[src/rtl/alu_arb_ctrl_pkg.sv]
// Shared definitions for the two-requester ALU arbiter: FSM encoding and the
// ALU select map (logic 00xx, arithmetic 01xx, shift 1xxx).
package alu_arb_ctrl_pkg;

  typedef logic [1:0] state_t;

  localparam logic [1:0] ST_IDLE = 2'd0;
  localparam logic [1:0] ST_EXEC = 2'd1;
  localparam logic [1:0] ST_RESP = 2'd2;

  // Select codes are only carried through by the controller; the external
  // ALU gives them meaning.
  localparam logic [3:0] SEL_AND   = 4'b0000;
  localparam logic [3:0] SEL_OR    = 4'b0001;
  localparam logic [3:0] SEL_XOR   = 4'b0010;
  localparam logic [3:0] SEL_NOT   = 4'b0011;
  localparam logic [3:0] SEL_ADD   = 4'b0100;
  localparam logic [3:0] SEL_SUB   = 4'b0101;
  localparam logic [3:0] SEL_INC   = 4'b0110;
  localparam logic [3:0] SEL_DEC   = 4'b0111;
  localparam logic [3:0] SEL_SHR   = 4'b1000;
  localparam logic [3:0] SEL_SHL   = 4'b1001;
  localparam logic [3:0] SEL_ROR   = 4'b1010;
  localparam logic [3:0] SEL_ROL   = 4'b1011;
  localparam logic [3:0] SEL_ASR   = 4'b1100;
  localparam logic [3:0] SEL_SHRB  = 4'b1101;
  localparam logic [3:0] SEL_SHLB  = 4'b1110;
  localparam logic [3:0] SEL_PASSB = 4'b1111;

endpackage

[src/rtl/alu_arb_ctrl_rr_arb2.sv]
// Two-requester round-robin grant: a lone request wins outright, a tie goes
// to the requester named by ptr_i.
module rr_arb2 (
  input  logic [1:0] req_i,
  input  logic       ptr_i,
  output logic [1:0] gnt_o
);

  assign gnt_o[0] = req_i[0] & (~req_i[1] | ~ptr_i);
  assign gnt_o[1] = req_i[1] & (~req_i[0] |  ptr_i);

endmodule

[src/rtl/alu_arb_ctrl.sv]
// Shares one external combinational ALU between two valid/ready requesters,
// one transaction at a time: IDLE (grant) -> EXEC (1 cycle) -> RESP (hold).
module alu_arb_ctrl
  import alu_arb_ctrl_pkg::*;
#(
  parameter int WIDTH = 4
) (
  input  logic               clk,
  input  logic               rst_n,
  input  logic [1:0]         req_valid,
  output logic [1:0]         req_ready,
  input  logic [7:0]         req_op,
  input  logic [2*WIDTH-1:0] req_a,
  input  logic [2*WIDTH-1:0] req_b,
  output logic [1:0]         rsp_valid,
  input  logic [1:0]         rsp_ready,
  output logic [WIDTH:0]     rsp_data,
  output logic [WIDTH-1:0]   alu_a,
  output logic [WIDTH-1:0]   alu_b,
  output logic [3:0]         alu_sel,
  input  logic [WIDTH:0]     alu_out,
  output logic               busy,
  output logic [7:0]         op_cnt
);

  state_t             state_q, state_d;
  logic               ptr_q;
  logic               armed_q;
  logic               id_q;
  logic [3:0]         sel_q;
  logic [WIDTH-1:0]   a_q, b_q;
  logic [WIDTH:0]     data_q;
  logic [7:0]         cnt_q;

  logic [1:0]         gnt;
  logic               hs;
  logic               hs_id;
  logic               rsp_fire;

  rr_arb2 u_rr_arb2 (
    .req_i (req_valid),
    .ptr_i (ptr_q),
    .gnt_o (gnt)
  );

  // armed_q holds grants off for the first cycle after reset is released.
  assign req_ready = (state_q == ST_IDLE && armed_q) ? gnt : 2'b00;
  assign hs        = |(req_valid & req_ready);
  assign hs_id     = req_ready[1];
  assign rsp_fire  = (state_q == ST_RESP) && rsp_ready[id_q];

  assign rsp_valid = (state_q != ST_RESP) ? 2'b00 : (id_q ? 2'b10 : 2'b01);
  assign rsp_data  = data_q;
  assign alu_a     = a_q;
  assign alu_b     = b_q;
  assign alu_sel   = sel_q;
  assign busy      = (state_q != ST_IDLE);
  assign op_cnt    = cnt_q;

  always_comb begin
    // NOTE: default first so every path assigns state_d and no latch is inferred.
    state_d = state_q;
    case (state_q)
      ST_IDLE: if (hs) state_d = ST_EXEC;
      ST_EXEC: state_d = ST_RESP;
      ST_RESP: if (rsp_fire) state_d = ST_IDLE;
      default: state_d = ST_IDLE;
    endcase
  end

  // NOTE: non-blocking assignments so every flop samples pre-edge values.
  always_ff @(posedge clk) begin
    if (!rst_n) begin
      state_q <= ST_IDLE;
      ptr_q   <= 1'b0;
      armed_q <= 1'b0;
      id_q    <= 1'b0;
      sel_q   <= '0;
      a_q     <= '0;
      b_q     <= '0;
      data_q  <= '0;
      cnt_q   <= '0;
    end else begin
      state_q <= state_d;
      armed_q <= 1'b1;
      if (hs) begin
        id_q  <= hs_id;
        ptr_q <= ~hs_id;
        sel_q <= hs_id ? req_op[7:4] : req_op[3:0];
        a_q   <= hs_id ? req_a[2*WIDTH-1:WIDTH] : req_a[WIDTH-1:0];
        b_q   <= hs_id ? req_b[2*WIDTH-1:WIDTH] : req_b[WIDTH-1:0];
      end
      if (state_q == ST_EXEC) data_q <= alu_out;
      if (rsp_fire) cnt_q <= cnt_q + 8'd1;
    end
  end

endmodule

[config.mk]
export PLATFORM = sky130hd
export DESIGN_NAME = alu_arb_ctrl
export DESIGN_NICKNAME = d
export VERILOG_FILES = /design/src/rtl/alu_arb_ctrl_pkg.sv /design/src/rtl/alu_arb_ctrl_rr_arb2.sv /design/src/rtl/alu_arb_ctrl.sv
export SDC_FILE = /design/constraint.sdc
export NUM_CORES = 1
export LEC_CHECK = 0
export ABC_AREA = 1
export CAP_MARGIN = 20
export CORE_MARGIN = 2
export CORE_UTILIZATION = 27
export DETAILED_ROUTE_END_ITERATION = 16
export GPL_TIMING_DRIVEN = 0
export SETUP_SLACK_MARGIN = 0.4
export SLEW_MARGIN = 20
export SYNTH_ARGS = -nofsm -noshare
export SYNTH_HDL_FRONTEND = slang
export SYNTH_SLANG_ARGS = --single-unit
[constraint.sdc]
create_clock -name clk -period 1.4 [get_ports clk]
set_clock_uncertainty 0.15 [all_clocks]
set_input_delay 0.28 -clock clk [delete_from_list [all_inputs] [get_ports clk]]
set_output_delay 0.28 -clock clk [all_outputs]
set_load 0.005 [all_outputs]
# Word-level counts from Yosys, hierarchy flattened
# Cells that the tools add are included.
# totals
regBits,30
latch_bits,0
mem_bits_rw,0
rom_bits,0
inputBits,35
word_cells,43
mem_count,0
# op_classes
addsub,1
multipliers,0
n_div,0
n_lt_le_gt_ge,1
n_eq_ne,5
n_shift,0
n_mux,12
bitwise_logic,9
reduce_logical,6
# op_table
op,n
2-to-1 mux 4 bit,3
2-to-1 mux 2 bit,5
"adder 8 x 1 -> 8 bit, second input constant",1
"!= test 2 bit, second input constant",3
case mux 2 bit (3 select lines),1
NOT 1 bit,4
2-to-1 mux 1 bit,3
AND 1 bit,2
AND 2 bit,1
"equality test 2 x 1 -> 1 bit, second input constant",1
"equality test 2 bit, second input constant",1
logical AND 1 bit,2
zero test 2 bit,1
"less-than comparator 1 x 2 -> 1 bit, second input constant",1
bitwise OR 1 bit,2
AND reduction 2 bit,1
nonzero test 2 bit,1
OR reduction 2 bit,1

# Logic depth before layout (Yosys ltp)
# depth
ltp_word,8
depth_mapped,9
mapped_depth_nobuf,8

# Cells and area by module
# From an unflattened synthesis, not the netlist that was laid out.
# hier_totals
hier_cells,209
hier_area_um2,1462.7
# by_module_without_submodules
mod,instances,cells_per_inst,area_each_um2,seq_area_each_um2
alu_arb_ctrl,1,204,1442.6,600.6
rr_arb2,1,5,20.0,0.0

# Least setup slack after synthesis
# No wires, ideal clock.
# synth_timing
path_type,register -> register
start,reg state_q[0]
end,"reg a_q[0], in the netlist alu_a[0]"
t_arrival_ns,1.015
required_time_ns,1.139
slack_ns,0.123
stages_incl_launch_ff,8
synth_period_minus_slack_ns,1.277
path_cell_list,dfxtp_1 -> nor2_2 -> nand4_2 -> nand2_2 -> buf_6 -> nand2_1 -> nor2_1 -> nor2_1
# synth_via
elab_chain_cells,5
word_cells_on_any_way,6
# synth_lines
item,line_no,source
from (decl),alu_arb_ctrl.sv:26,"state_t state_q, state_d;"
from (signal assigned),alu_arb_ctrl.sv:84,state_q <= state_d;
zero test 2 bit (*),alu_arb_ctrl.sv:47,assign req_ready = (state_q == ST_IDLE && armed_q) ? gnt : 2'b00;
logical AND 1 bit (*),alu_arb_ctrl.sv:47,
2-to-1 mux 2 bit (*),alu_arb_ctrl.sv:47,
AND 2 bit,alu_arb_ctrl.sv:48,assign hs = |(req_valid & req_ready);
OR reduction 2 bit,alu_arb_ctrl.sv:48,
to (signal assigned),alu_arb_ctrl.sv:90,a_q <= hs_id ? req_a[2*WIDTH-1:WIDTH] : req_a[WIDTH-1:0];
to (decl),alu_arb_ctrl.sv:31,"logic [WIDTH-1:0] a_q, b_q;"
# Every way passes the cells marked *; elsewhere a longest branch is shown, timed or not.
# A chain may end at the register's enable or synchronous reset.

# Worst setup path after layout
# layout_timing
start,reg state_q[1]
end,out req_ready[1]
# layout_via
elab_chain_cells,3
# layout_lines
item,line_no,source
zero test 2 bit,alu_arb_ctrl.sv:47,
logical AND 1 bit,alu_arb_ctrl.sv:47,
2-to-1 mux 2 bit,alu_arb_ctrl.sv:47,
to (decl),alu_arb_ctrl.sv:11,"output logic [1:0] req_ready,"
# No other way between the ends.

==> summary.md <==
| Metric | Value |
|---|---|
| Status | `complete, but fails checks` |
| Failing checks | `setup timing` |
| Minimum clock period after layout | `1.61 ns` |
| Vias in the first global route | `1,651` |
| CTS max path bufs | `2` |
| Ant. Diodes | `0` |
| FMAX | `0.622 GHz` |
| Hold Fails Final Rpt | `0` |
| Hold buffers post-CTS | `0` |
| Share of the synthesized area in the top cell type | `39.9%` |
| Worst slew pin tran | `0.276 ns` |
| Initial core utilization | `27.7%` |
| Port Buffer Count | `64` |
| CTS buffer count | `5` |
| Count leader, synth | `nand2_1` |
| DR iter-0 viols | `33` |
| RSZ-0062 raised after global routing | `yes` |
| Hold crit path type | `input pin to flip-flop` |
| Warnings from Yosys | `0` |
| Clk slew on worst S/H paths | `0.07 ns` |
| Largest cells by area after synthesis | `dfxtp_1, nand2_1, nor2_1` |
| Final setup margin | `-0.208 ns` |
| Syn nets | `269` |
| Routed WL | `4.31 mm` |
| Required @ worst endpoint | `0.97 ns` |
| Core ar. | `5440 um2` |
| CTS tree | `built` |
| Vias | `1,701` |
| Placed cell area | `2310 um2` |
| Remaining DRCs | `0` |
| DR pass1 iterations | `4` |
| Mean area per synthesized cell | `6.46 um2` |
| Max VDD drop | `0.372 mV` |
| Slowest stage delay, CP | `0.37 ns` |
| Cell variety after synth | `22` |
| Synthesized flop and latch total | `30` |
| Die area | `6190 um2` |
| Width of the die | `78.7 um` |
| Worst Path Arrival | `1.18 ns` |
| Tot Pwr | `2.43 mW` |
| Startpoint Class | `flip-flop` |
| Post-Place Worst Slack | `-0.780 ns` |
| Power density cells | `847 nW/um2` |
| # Max-Cap Violations | `0` |
| WL/cell | `10.5 um` |
| Post-synth EDFFs | `0` |
| Global-route wire length before repair | `7.34 mm` |
| Design Area, Final | `2870 um2` |
| Via density per instance | `4.15` |
| # setup viols final | `24` |
| Clock Latency Late Sink | `0.28 ns` |
| Overflow after GRT | `0` |
| Crit path kind | `flip-flop to output port` |
| Final non-filler cell total | `410` |
| Slew headroom | `81.6%` |
| Seq/Total Area, Yosys | `39.9%` |
| Fill count | `547` |
| Total GRT Usage | `15.2%` |
| Die Ht | `78.7 um` |
| Slew Viols, Final | `0` |
| Async S/R FF share, synth | `0%` |
| Post-synth top cells | `nand2_1, nor2_1, dfxtp_1, inv_1, nand3b_1` |
| Antenna-violating nets left | `0` |
| Critical Path Fanout Max | `3` |
| RePlAce Congestion | `0.732` |
| HPWL after DPL | `2.73 mm` |
| Cell Area, Synth | `1510 um2` |
| Layout cell share with drive strength beyond 1 | `46.4%` |
| Worst Hold Slack | `0.108 ns` |
| Fin crit share | `115%` |
| Initial antenna violation count | `0` |
| Ports | `65` |
| Nets | `373` |
| Delay-heaviest family, CP | `flip-flops` |
| Synth area leader | `dfxtp_1` |
| CP bufs+invs | `4` |
| # clock sinks | `30` |
| Max stage delay cell, worst path | `dfxtp_4` |
| Clock Tree Root | `clkbuf_8` |
| Main synth FF type | `dfxtp_1` |
| CP Cell Sequence | `nor2_4, nand2_1, inv_2, nand2_4, buf_8, clkinv_4, buf_6` |
| Area Growth Syn to Fin | `90.9%` |
| Largest net degree at the start of global routing | `11` |
| Placed insts | `369` |
| Mapped Cells | `233` |
| Row count | `27` |
| Critical path endpoint category | `output port` |
| Leakage | `1.40 nW` |
| CTS H-tree lvls | `2` |
## metal layers
layer | up-vias | part of all wire (%) | global-route usage, %
li1 | 912 | - | -
met1 | 740 | 40 | 16.7
met2 | 47 | 51 | 27.1
met3 | 2 | 8.1 | 5.52
met4 | 0 | 0.70 | 4.74
met5 | - | 0 | 0
## worst reg2reg max path, delay by kind of cell (launching register included)
family,cells,cell delay (ns)
flops,1,0.37
simple gates,4,0.51
compound gates,1,0.12
buf+inv,3,0.31
## power by group
part           internal [mW]  switching [mW]
combinational          0.385           0.267
clock                  0.496           0.319
sequential             0.924          0.0431
total                   1.81           0.629
## flip-flops by register name, summed over array words and instances (netlist names), 2 cells and up
signal,flops
alu_b,4
alu_a,4
state_q,2
rsp_data,5
alu_sel,4
op_cnt,8
## through the flow
stage                     setup TNS [ns]  util [%]
after floorplan                        0         -
after global placement            -11.08      42.4
after detailed placement          -11.16      42.4
after CTS                          -1.78      49.2
after global routing               -4.21      52.8
final                              -2.23      52.8
## logic make-up (layout without fill, tap and decap cells)
| group | after synthesis | count (layout) | share of synthesized area, % |
|---|---|---|---|
| AND/OR/NAND/NOR | 146 | 146 | 41.6 |
| flip-flops | 30 | 30 | 39.9 |
| adder cells (fa/ha/maj) | 1 | 1 | 0.831 |
| buffers and inverters | 39 | 144 | 11.6 |
| XOR/XNOR | 1 | 1 | 0.582 |
| AO/OA/AOI/OAI | 16 | 16 | 5.49 |
## what timing repair did
item                       4_1_cts  5_1_grt
gates cloned                     4        0
buffers inserted                24        5
pin swaps                       11       16
setup endpoints to repair       59       59
gates resized for setup        189       51
## cell usage in the layout (no fill, tap or decap), types with 12 or more instances in the layout
cell type        Yosys  final
dfxtp_2              0     24
nand2_1             63     48
buf_6                2     36
nand3b_1            12     12
nand2_2              2     14
clkdlybuf4s50_1      0     31
buf_4                3     18
inv_1               28     23
buf_2                2     13
nor2_1              61     50
## cell type report
type	instances	area [um2]	share of cell area [%]
Sequential cell	30	646	22.5
Multi-Input combinational cell	164	896	31.2
Timing Repair Buffer	97	913	31.8
Buffer	8	90.1	3.13
Clock buffer	8	110	3.83
Inverter	31	129	4.48
Tap cell	72	90.1	3.13
## path summary, 6_finish.rpt
path,start,end,slack [ns],depth (start not counted)
worst max-delay path,state_q[1]$_SDFFE_PN0P_,req_ready[1],-0.21,7
worst max register to register,state_q[0]$_SDFFE_PN0P_,op_cnt[4]$_SDFFE_PN0P_,-0.16,8
worst min register to register,id_q$_SDFFE_PN0P_,id_q$_SDFFE_PN0P_,0.34,2
worst min-delay path,rst_n,armed_q$_DFF_P_,0.11,1
Power figures use the tool's default switching activity.
==> edit (config.mk and constraints unchanged) <==
The parameter `WIDTH` goes from 4 to 6.
--- a/src/rtl/alu_arb_ctrl.sv
+++ b/src/rtl/alu_arb_ctrl.sv
@@ -3,7 +3,7 @@
 module alu_arb_ctrl
   import alu_arb_ctrl_pkg::*;
 #(
-  parameter int WIDTH = 4
+  parameter int WIDTH = 6
 ) (
   input  logic               clk,
   input  logic               rst_n,
Ports: changed (6 resized); port bits go from 65 to 81. No check against the original RTL was run, so the function may have changed too.
==> edit against the unedited design <==
  * The run still ends with negative setup slack left
  * Design area increased by 12%
  * Sequential cell count increased by 6
  * Total power increased by 9.4%
  * Area after synthesis increased by 16%
  * Setup slack got worse by 22 ps
  * Sequential power increased by 18%
  * Count of clock-buffer cells in the layout decreased by 1
  * Routed wire length increased by 26%
  * Via count increased by 18%
  * Non-clock buffer count increased by 14
  * Clock power decreased by 2%
  * Critical path type unchanged
  * Highest routed layer unchanged
==> edit: results (changes against the unedited design) <==
Final HPWL DP 3.63 mm (+33%); fillers 623 (+14%); Max-Slew Margin vs Limit 78.7% (-2.8 points); Leakage 1.49 nW (+6.6%); final RePlAce weighted congestion 0.792 (+8.2%); final net count 413 (+11%); Max VDD drop 0.491 mV (+32%); final setup fails 25 (+4.2%); slowest CP cell dfxtp_2; failing checks negative setup slack; CP peak stage delay 330 ps (-40 ps); first-pass GRT wire length 8.76 mm (+19%); number of library cell types mapped by synthesis 23 (+4.5%); Post-CTS Resized 227 (+20%); Seq group 1.14 mW (+18%); non-filler cells, final 444 (+8.3%); Syn Nets 297 (+10%); DP Worst Slack -895 ps (-115 ps); status complete, but fails checks; Pint 1.94 mW (+7.5%); post-synthesis sequential area ratio 41.3% (+1.4 points); Post-CTS Setup Inserts 21 (-13%); Crit path arrival time 1200 ps (+20 ps); Synth Area in Compound Gates 11.1% (+5.6 points); Synth Area in Adders 0.718% (-0.11 points); post-synthesis xor/xnor area fraction 1.01% (+0.42 points); main area contributors after synthesis dfxtp_1 41%, nand3_1 15%, inv_1 8.6%, nand2_1 8.0%, a21oi_1 6.6%; Final WS setup -231 ps (-22.3 ps); dpl cell area 2670 um^2 (+16%); Vias per Instance 4.54 (+9.3%); final wirelength 5.44 mm (+26%); GRT Total Usage 15.1% (-0.085 points); Clock Power 0.801 mW (-2%); Commonest cells post-synth 52 x nand3_1, 40 x inv_1, 37 x nand2_1; layout cell share with drive strength beyond 1 45.0% (-1.5 points); DRT iter0 DRCs 48 (+45%); vias in the first global route 1961 (+19%)
edit: kinds of logic (layout without fill, tap and decap cells):
| logic type | Yosys count | in the layout |
|---|---|---|
| compound gates | 36 | 36 |
| xor+xnor | 2 | 2 |
| fa+ha+maj | 1 | 1 |
| buf+inv | 52 | 168 |
| flops | 36 | 36 |
| simple gates | 124 | 124 |
edit: worst register-to-register path: cells and delay by family (launching register included):
family	cells	cell delay [ps]
AOI/OAI and AO/OA	1	50
buffers and inverters	4	460
DFF	1	330
and+or+nand+nor	4	380
edit: layout make-up:
class	instances	area, um^2	share of cell area, %
timing repair buffer	109	998	31.1
multi-input combinational	163	978	30.5
sequential	36	766	23.9
inverter	42	173	5.38
buffer	10	98.8	3.08
clock buffer	7	96.3	3.00
tap	77	96.3	3.00
edit: through the flow:
stage          utilization (%)  power [mW]  hold WS [ps]
3_3_place_gp              42.3        1.73           321
4_1_cts                   47.1        2.60           333
5_1_grt                   50.8        2.80           111
6_report                  50.8        2.66           111
3_5_place_dp              42.3        1.73           326
2_1_floorplan                -        1.41           158
edit: final timing paths:
kind,cells past startpoint,slack (ps),end,start
setup / recovery,7,-230,req_ready[1],state_q[1]$_SDFFE_PN0P_
hold reg to reg,2,340,alu_a[4]$_SDFFE_PN0P_,alu_a[4]$_SDFFE_PN0P_
setup reg to reg,9,-70,alu_a[1]$_SDFFE_PN0P_,state_q[1]$_SDFFE_PN0P_
hold / removal,1,110,armed_q$_DFF_P_,rst_n
edit: metal layers:
metal / track usage, % / vias to the layer above / wire [um]
met5: 0 / - / 0
met4: 5.05 / 0 / 66
met3: 4.92 / 6 / 341
met2: 25.9 / 49 / 2660
met1: 17.9 / 927 / 2370
li1: - / 1032 / -
